$ cat src/rtl/apb_reg_responder.sv
// APB-style register responder: a bank of 21-bit general registers, a
// read-only transfer counter, a control register that can request a CPU
// reset, and a programmable number of wait states before PREADY.
//
// state    | meaning
// ---------+--------------------------------------------------------------
// S_IDLE   | no transfer; setup phase (PSEL=1, PENABLE=0) is captured here
// S_ACCESS | transfer captured; counting wait states, PREADY at count zero
module apb_reg_responder #(
   parameter int NUM_REGS    = 8,
   parameter int WAIT_CYCLES = 2,
   parameter int CNT_W       = 4
) (
   input  logic        CCLK,
   input  logic        CPURESET,
   input  logic        PERIPHCLR,
   input  logic        PSEL,
   input  logic        PENABLE,
   input  logic        PWRITE,
   input  logic [7:0]  PADDR,
   input  logic [20:0] PWDATA,
   output logic [20:0] PRDATA,
   output logic        PREADY,
   output logic        PSLVERR,
   output logic        INCPURESET
);

   localparam logic [CNT_W-1:0] LP_WAIT  = CNT_W'(WAIT_CYCLES);
   localparam logic [7:0]       LP_CNT_A = 8'hFE;
   localparam logic [7:0]       LP_CTL_A = 8'hFF;

   typedef enum logic {S_IDLE, S_ACCESS} state_t;

   state_t           r_state;
   logic [CNT_W-1:0] r_cnt;
   logic [7:0]       r_addr;
   logic             r_write;
   logic [20:0]      r_wdata;
   logic             r_err;
   logic [20:0]      r_rdata;
   logic             r_incpu;
   logic [20:0]      r_regs [NUM_REGS];
   logic [20:0]      r_xfer_cnt;

   logic             w_done;
   logic             w_paddr_reg;
   logic             w_paddr_err;
   logic [20:0]      w_sel_rdata;

   // Completion is decoded from registered state plus the bus handshake only.
   assign w_done     = (r_state == S_ACCESS) && (r_cnt == '0) && PSEL && PENABLE;
   assign PREADY     = w_done;
   assign PSLVERR    = w_done && r_err;
   assign PRDATA     = r_rdata;
   assign INCPURESET = r_incpu;

   // Decode the setup-phase address: read data source and error classification.
   always_comb begin
      w_paddr_reg = 1'b0;
      w_sel_rdata = '0;
      for (int i = 0; i < NUM_REGS; i++) begin
         if (PADDR == 8'(i)) begin
            w_paddr_reg = 1'b1;
            w_sel_rdata = r_regs[i];
         end
      end
      if (PADDR == LP_CNT_A && !PWRITE) begin
         w_sel_rdata = r_xfer_cnt;
      end
      // Writes to the count location are errors; the control location never errors.
      w_paddr_err = !w_paddr_reg && (PADDR != LP_CTL_A) &&
                    !(PADDR == LP_CNT_A && !PWRITE);
   end

   // Transfer sequencing: capture, wait-state countdown, completion and abort.
   always_ff @(posedge CCLK or posedge CPURESET) begin
      if (CPURESET) begin
         r_state <= S_IDLE;
         r_cnt   <= '0;
         r_addr  <= '0;
         r_write <= 1'b0;
         r_wdata <= '0;
         r_err   <= 1'b0;
         r_rdata <= '0;
         r_incpu <= 1'b0;
      end else begin
         r_incpu <= 1'b0;
         case (r_state)
            S_IDLE: begin
               if (PSEL && !PENABLE) begin
                  r_addr  <= PADDR;
                  r_write <= PWRITE;
                  r_wdata <= PWDATA;
                  r_err   <= w_paddr_err;
                  r_rdata <= w_paddr_err ? 21'd0 : w_sel_rdata;
                  r_cnt   <= LP_WAIT;
                  r_state <= S_ACCESS;
               end
            end
            S_ACCESS: begin
               if (!PSEL) begin
                  r_state <= S_IDLE;
               end else if (PENABLE) begin
                  if (r_cnt == '0) begin
                     r_state <= S_IDLE;
                     r_incpu <= r_write && (r_addr == LP_CTL_A) && r_wdata[0];
                  end else begin
                     r_cnt <= r_cnt - 1'b1;
                  end
               end
            end
            default: r_state <= S_IDLE;
         endcase
      end
   end

   // Register bank and transfer count; a peripheral clear beats a same-edge commit.
   always_ff @(posedge CCLK or posedge CPURESET) begin
      if (CPURESET) begin
         for (int i = 0; i < NUM_REGS; i++) r_regs[i] <= '0;
         r_xfer_cnt <= '0;
      end else if (PERIPHCLR) begin
         for (int i = 0; i < NUM_REGS; i++) r_regs[i] <= '0;
         r_xfer_cnt <= '0;
      end else if (w_done) begin
         r_xfer_cnt <= r_xfer_cnt + 21'd1;
         for (int i = 0; i < NUM_REGS; i++) begin
            if (r_write && !r_err && (r_addr == 8'(i))) r_regs[i] <= r_wdata;
         end
      end
   end

endmodule

$ cat config.mk
export PLATFORM = sky130hd
export DESIGN_NAME = apb_reg_responder
export DESIGN_NICKNAME = d
export VERILOG_FILES = /design/src/rtl/apb_reg_responder.sv
export SDC_FILE = /design/constraint.sdc
export NUM_CORES = 1
export LEC_CHECK = 0
export CAP_MARGIN = 20
export CORE_AREA = 2 2 154 156
export CTS_BUF_LIST = sky130_fd_sc_hd__clkbuf_4
export DETAILED_ROUTE_END_ITERATION = 12
export DIE_AREA = 0 0 156 158
export PLACE_DENSITY = 0.73
export SYNTH_ARGS = -nofsm -noshare
export SYNTH_HDL_FRONTEND = slang
export SYNTH_SLANG_ARGS = --single-unit
$ cat constraint.sdc
create_clock -name CCLK -period 10.2 [get_ports CCLK]
set_clock_uncertainty 0.1 [all_clocks]
set_input_delay 1.02 -clock CCLK [delete_from_list [all_inputs] [get_ports CCLK]]
set_output_delay 1.02 -clock CCLK [all_outputs]
set_load 0.02 [all_outputs]
**Yosys cells after proc, flatten, opt, wreduce, memory -nomap -nowiden**

Index checks and enable logic that the tools add are counted.

- Memory bits (writable): 0
- Memories: 0
- Latch bits: 0
- ROM bits: 0
- Word-level logic and storage cells: 131
- Register bits after elaboration: 247
- Output and inout bits: 24

- Eq/ne operators: 21
- Mux-type cells: 44
- Shift operators: 0
- Magnitude comparators: 0
- Reductions and logical operators: 46
- Div/mod/pow operators: 0
- Add/sub/neg operators: 2
- Bitwise operators: 1
- Multiply operators: 0

Operators with widths:

| operator | count |
|---|---|
| 21-bit 2-to-1 mux | 20 |
| 168-bit 2-to-1 mux | 2 |
| 8-bit by 3-bit equality test with 1-bit output (second input constant) | 8 |
| 8-bit by 2-bit equality test with 1-bit output (second input constant) | 4 |
| 21-bit by 1-bit adder with 21-bit output (second input constant) | 1 |
| 1-bit logical AND | 19 |
| 2-bit AND reduction | 9 |
| 2-bit nonzero test | 9 |
| 8-bit by 1-bit equality test with 1-bit output (second input constant) | 2 |
| 8-bit equality test (second input constant) | 2 |
| 8-bit logical NOT | 2 |
| 1-bit 2-to-1 mux | 16 |
| 4-bit 2-to-1 mux | 4 |
| 2-bit != test (second input constant) | 4 |
| 8-bit != test (second input constant) | 1 |
| 4-bit one-hot mux with 2 select lines | 1 |
| 1-bit logical NOT | 5 |
| 4-bit logical NOT | 1 |
| 4-bit AND reduction | 1 |
| 4-bit by 1-bit subtractor with 4-bit output (second input constant) | 1 |
| 1-bit one-hot mux with 2 select lines | 1 |
| 1-bit inverter | 1 |

**Longest topological paths before layout**

- Word-level depth: 13
- Depth in mapped cells: 9

**Least setup slack after synthesis**

OpenSTA, ideal clock, no wires.

- Kind: input-to-output
- Start: in PENABLE
- End: out PREADY
- Arrival: 1.812 ns
- Setup slack: 7.268 ns
- Cell stages on the path: 3
- Cell sequence: buf_2 > nand2b_1 > nor2_1

- Longest elaborated chain between the ends: 1

Ends and longest elaborated chain:

| what | line | source |
|---|---|---|
| from (decl) | 18 | `input logic PENABLE,` |
| 1-bit logical AND | 51 | `assign w_done = (r_state == S_ACCESS) && (r_cnt == '0) && PSEL && PENABLE;` |
| to (decl) | 23 | `output logic PREADY,` |

No other way between the ends.

**Worst setup path after layout**

Ends and elaborated chain as after synthesis.

==> impl_metrics.csv <==
group,metric,value,unit
cts,clk_pin_slew_worst_paths,50,ps
setup_path,setup.worst_path.end_class,"output pin",
power,leakagePower,5.61,nW
setup_path,crit_buf_inv,2,
global_route,grt_pass1_vias,9895,
setup_path,crit_slowest_cell,"clkdlybuf4s50_1",
global_route,grt_use_total,0.280,
detailed_routing,wire_per_inst,19.5,um
detailed_routing,drt_wl_total,33300,um
final_layout,layout_commonest_cell,"nand2_1",
floorplanning,row_count,56,
global_route,grt_max_degree,129,
setup_path,crit_fanout,11,
logic_synthesis,yosysSeqAreaShare,0.499,
logic_synthesis,synth.cell_area,12400,um2
logic_synthesis,ys_async_sr_fraction,1.00,
setup_path,regToRegSetupSlack,7100,ps
detailed_routing,routed_via_density,5.91,
setup_path,cpLargestDelayFamily,"buffers and inverters",
detailed_routing,drtAntennaViolNets,0,
final_layout,final_net_count,1417,
power,max-vdd-ir-drop,48.0,uV
logic_synthesis,synth_seq_cells,247,
setup_path,path_common_cell,"clkdlybuf4s50_1",
logic_synthesis,synth_ff_type,"dfrtp_1",
global_route,grt-busiest-layer,"met2",
placed_design,dpl_cell_area,12800,um2
floorplanning,dieWidth,156,um
final_layout,post-route-cell-area,13600,um2
sta,fin_crit_sh,0.403,
cts,cts_hold_buf,0,
logic_synthesis,netlist-cell-type-count,64,
sta,finalSetupViolations,0,
job,maxCapViolCount,0,
final_layout,instances_no_fill,1705,
global_route,grt_util_met3,0.0550,
placed_design,port_buffers,58,
detailed_routing,drc,0,
floorplanning,initial_utilization,0.537,
global_route,grt-ovfl-total,0,
sta,fmax,0.243,GHz
logic_synthesis,syn_area_per_cell,9.17,um2
setup_path,worst-path-stages,4,
setup_path,crit_type,"input port to output pin",
logic_synthesis,synth_edf_count,0,
cts,cts_resized,0,
sta,finalHoldViolations,0,
detailed_routing,drt-initial-drc-count,918,
cts,ctsHtreeMaxLevel,3,
detailed_routing,first_pass_iters,7,
detailed_routing,vias,10084,
power,total_power,2.06,mW
sta,worst_slack,6080,ps
final_layout,syn2layout_area_growth,9.81,%
global_route,grt_pass1_wl,53700,um
sta,whs,380,ps
power,p_per_area,152,nW/um2
final_layout,final_cell_mix,"nand2_1 (461), dfrtp_1 (247), a21oi_1 (131)",
min_path,hp-class,"register to register",
global_route,antenna_found_initial,1,
cts,cts_tree,"done",
outcome,status,"finished clean",
setup_path,worstSetupStartpointType,"input port",
cts,cts_made_buffers,66,
floorplanning,ios,59,
setup_path,cp.required,9080,ps
cts,insertion_delay,660,ps
floorplanning,die_h,158,um
cts,root_buffer,"clkbuf_4",
final_layout,post-route-util,0.590,
logic_synthesis,yosysWarningCount,0,
floorplanning,fp.dieArea,24600,um2
cts,cts.path.max_buffers,3,
sta,worst_slew_pin_slew,1140,ps
min_path,worstHoldPathCells,2,
setup_path,arrival,3000,ps
cts,cts.sinks,247,
sta,slew_headroom,0.240,
sta,period_needed,4120,ps
setup_path,path_cells,"clkdlybuf4s50_1 > nand2b_1 > nor2_1 > clkdlybuf4s50_1",
global_route,use_met2,0.452,
logic_synthesis,synthCells,1351,
placed_design,routabilityCongestion,0.805,
placed_design,dpl_worst_slack,6080,ps
setup_path,slowest_delay,690,ps
final_layout,drive_above_1_share,0.153,
global_route,met1_usage,0.375,
setup_path,r2r_cells,7,
floorplanning,coreArea,23100,um2
placed_design,dp_hpwl,19000,um
placed_design,place_inst,1597,
sta,tns,0,ps
sta,grt_setup_unrepaired,"false",
sta,slew_viol_final,0,
cts,post-cts-setup-buffers,0,
logic_synthesis,synthesis.nets,1388,
==> tightest hold or removal path, cell delays in order (launching register included) <==
cell,delay [ps]
dfrtp_1,340
nand2_1,60
o31ai_2,50
==> flip-flops by register name, summed over array words and instances (netlist names) <==
signal,flops
r_write,1
r_cnt,4
r_xfer_cnt,21
r_err,1
r_wdata,21
PRDATA,21
r_addr,8
r_state,1
r_regs,168
INCPURESET,1
==> final timing paths <==
path / startpoint / to
hold / removal: PRDATA[2] / PRDATA[2]
setup / recovery: PENABLE / PREADY
setup reg to reg: r_cnt[0] / r_regs[166]
max in group asynchronous: CPURESET / r_regs[135]
min in group asynchronous: CPURESET / r_wdata[19]
hold reg to reg: PRDATA[2] / PRDATA[2]
==> area by class of cell <==
type	count	area, um2
multi-input cells	950	5370
fillers	2044	9450
inverters	31	124
clock buffers	99	743
repair buffers	84	808
clock inverters	3	11.3
diodes	1	2.50
flip-flops and latches	247	6180
well taps	290	363
==> per-layer routing <==
| layer | wire length, um | vias up | part of all wire |
|---|---|---|---|
| li1 | - | 4624 | - |
| met1 | 13800 | 4924 | 0.41 |
| met2 | 15700 | 442 | 0.47 |
| met3 | 2770 | 94 | 0.083 |
| met4 | 1040 | 0 | 0.031 |
| met5 | 0 | - | 0 |
==> where the power goes <==
group	internal, mW	total [mW]	switching [mW]
clock network	0.435	0.827	0.392
registers	1.01	1.07	0.0636
logic	0.0568	0.163	0.107
==> synthesized netlist by cell type, types with 6 or more instances <==
master / count / share of area
nand2b_1: 19 / 0.0096
buf_2: 43 / 0.017
clkbuf_1: 30 / 0.0091
inv_1: 30 / 0.0091
buf_6: 11 / 0.010
a22oi_1: 7 / 0.0042
o31ai_2: 6 / 0.0061
nand2_1: 461 / 0.14
o221ai_1: 7 / 0.0050
mux2i_1: 22 / 0.018
dfrtp_1: 247 / 0.50
a21oi_2: 40 / 0.028
a21oi_1: 131 / 0.053
a2111oi_2: 10 / 0.012
o221a_1: 14 / 0.013
xor2_1: 16 / 0.011
nand4_1: 8 / 0.0040
a211oi_1: 29 / 0.018
buf_4: 34 / 0.021
o31ai_1: 9 / 0.0055
nor2b_1: 17 / 0.0086
o2bb2ai_1: 14 / 0.0099
nor2_1: 41 / 0.012
mux4_2: 7 / 0.013
nand3_1: 21 / 0.0085
==> kinds of logic after synthesis <==
logic type / share of synthesized area
compound gates: 0.171
xor+xnor: 0.0148
fa+ha+maj: 0.00202
buf+inv: 0.0690
flops: 0.499
mux: 0.0305
simple gates: 0.214
Note: power is estimated with default switching activity, not from simulation.
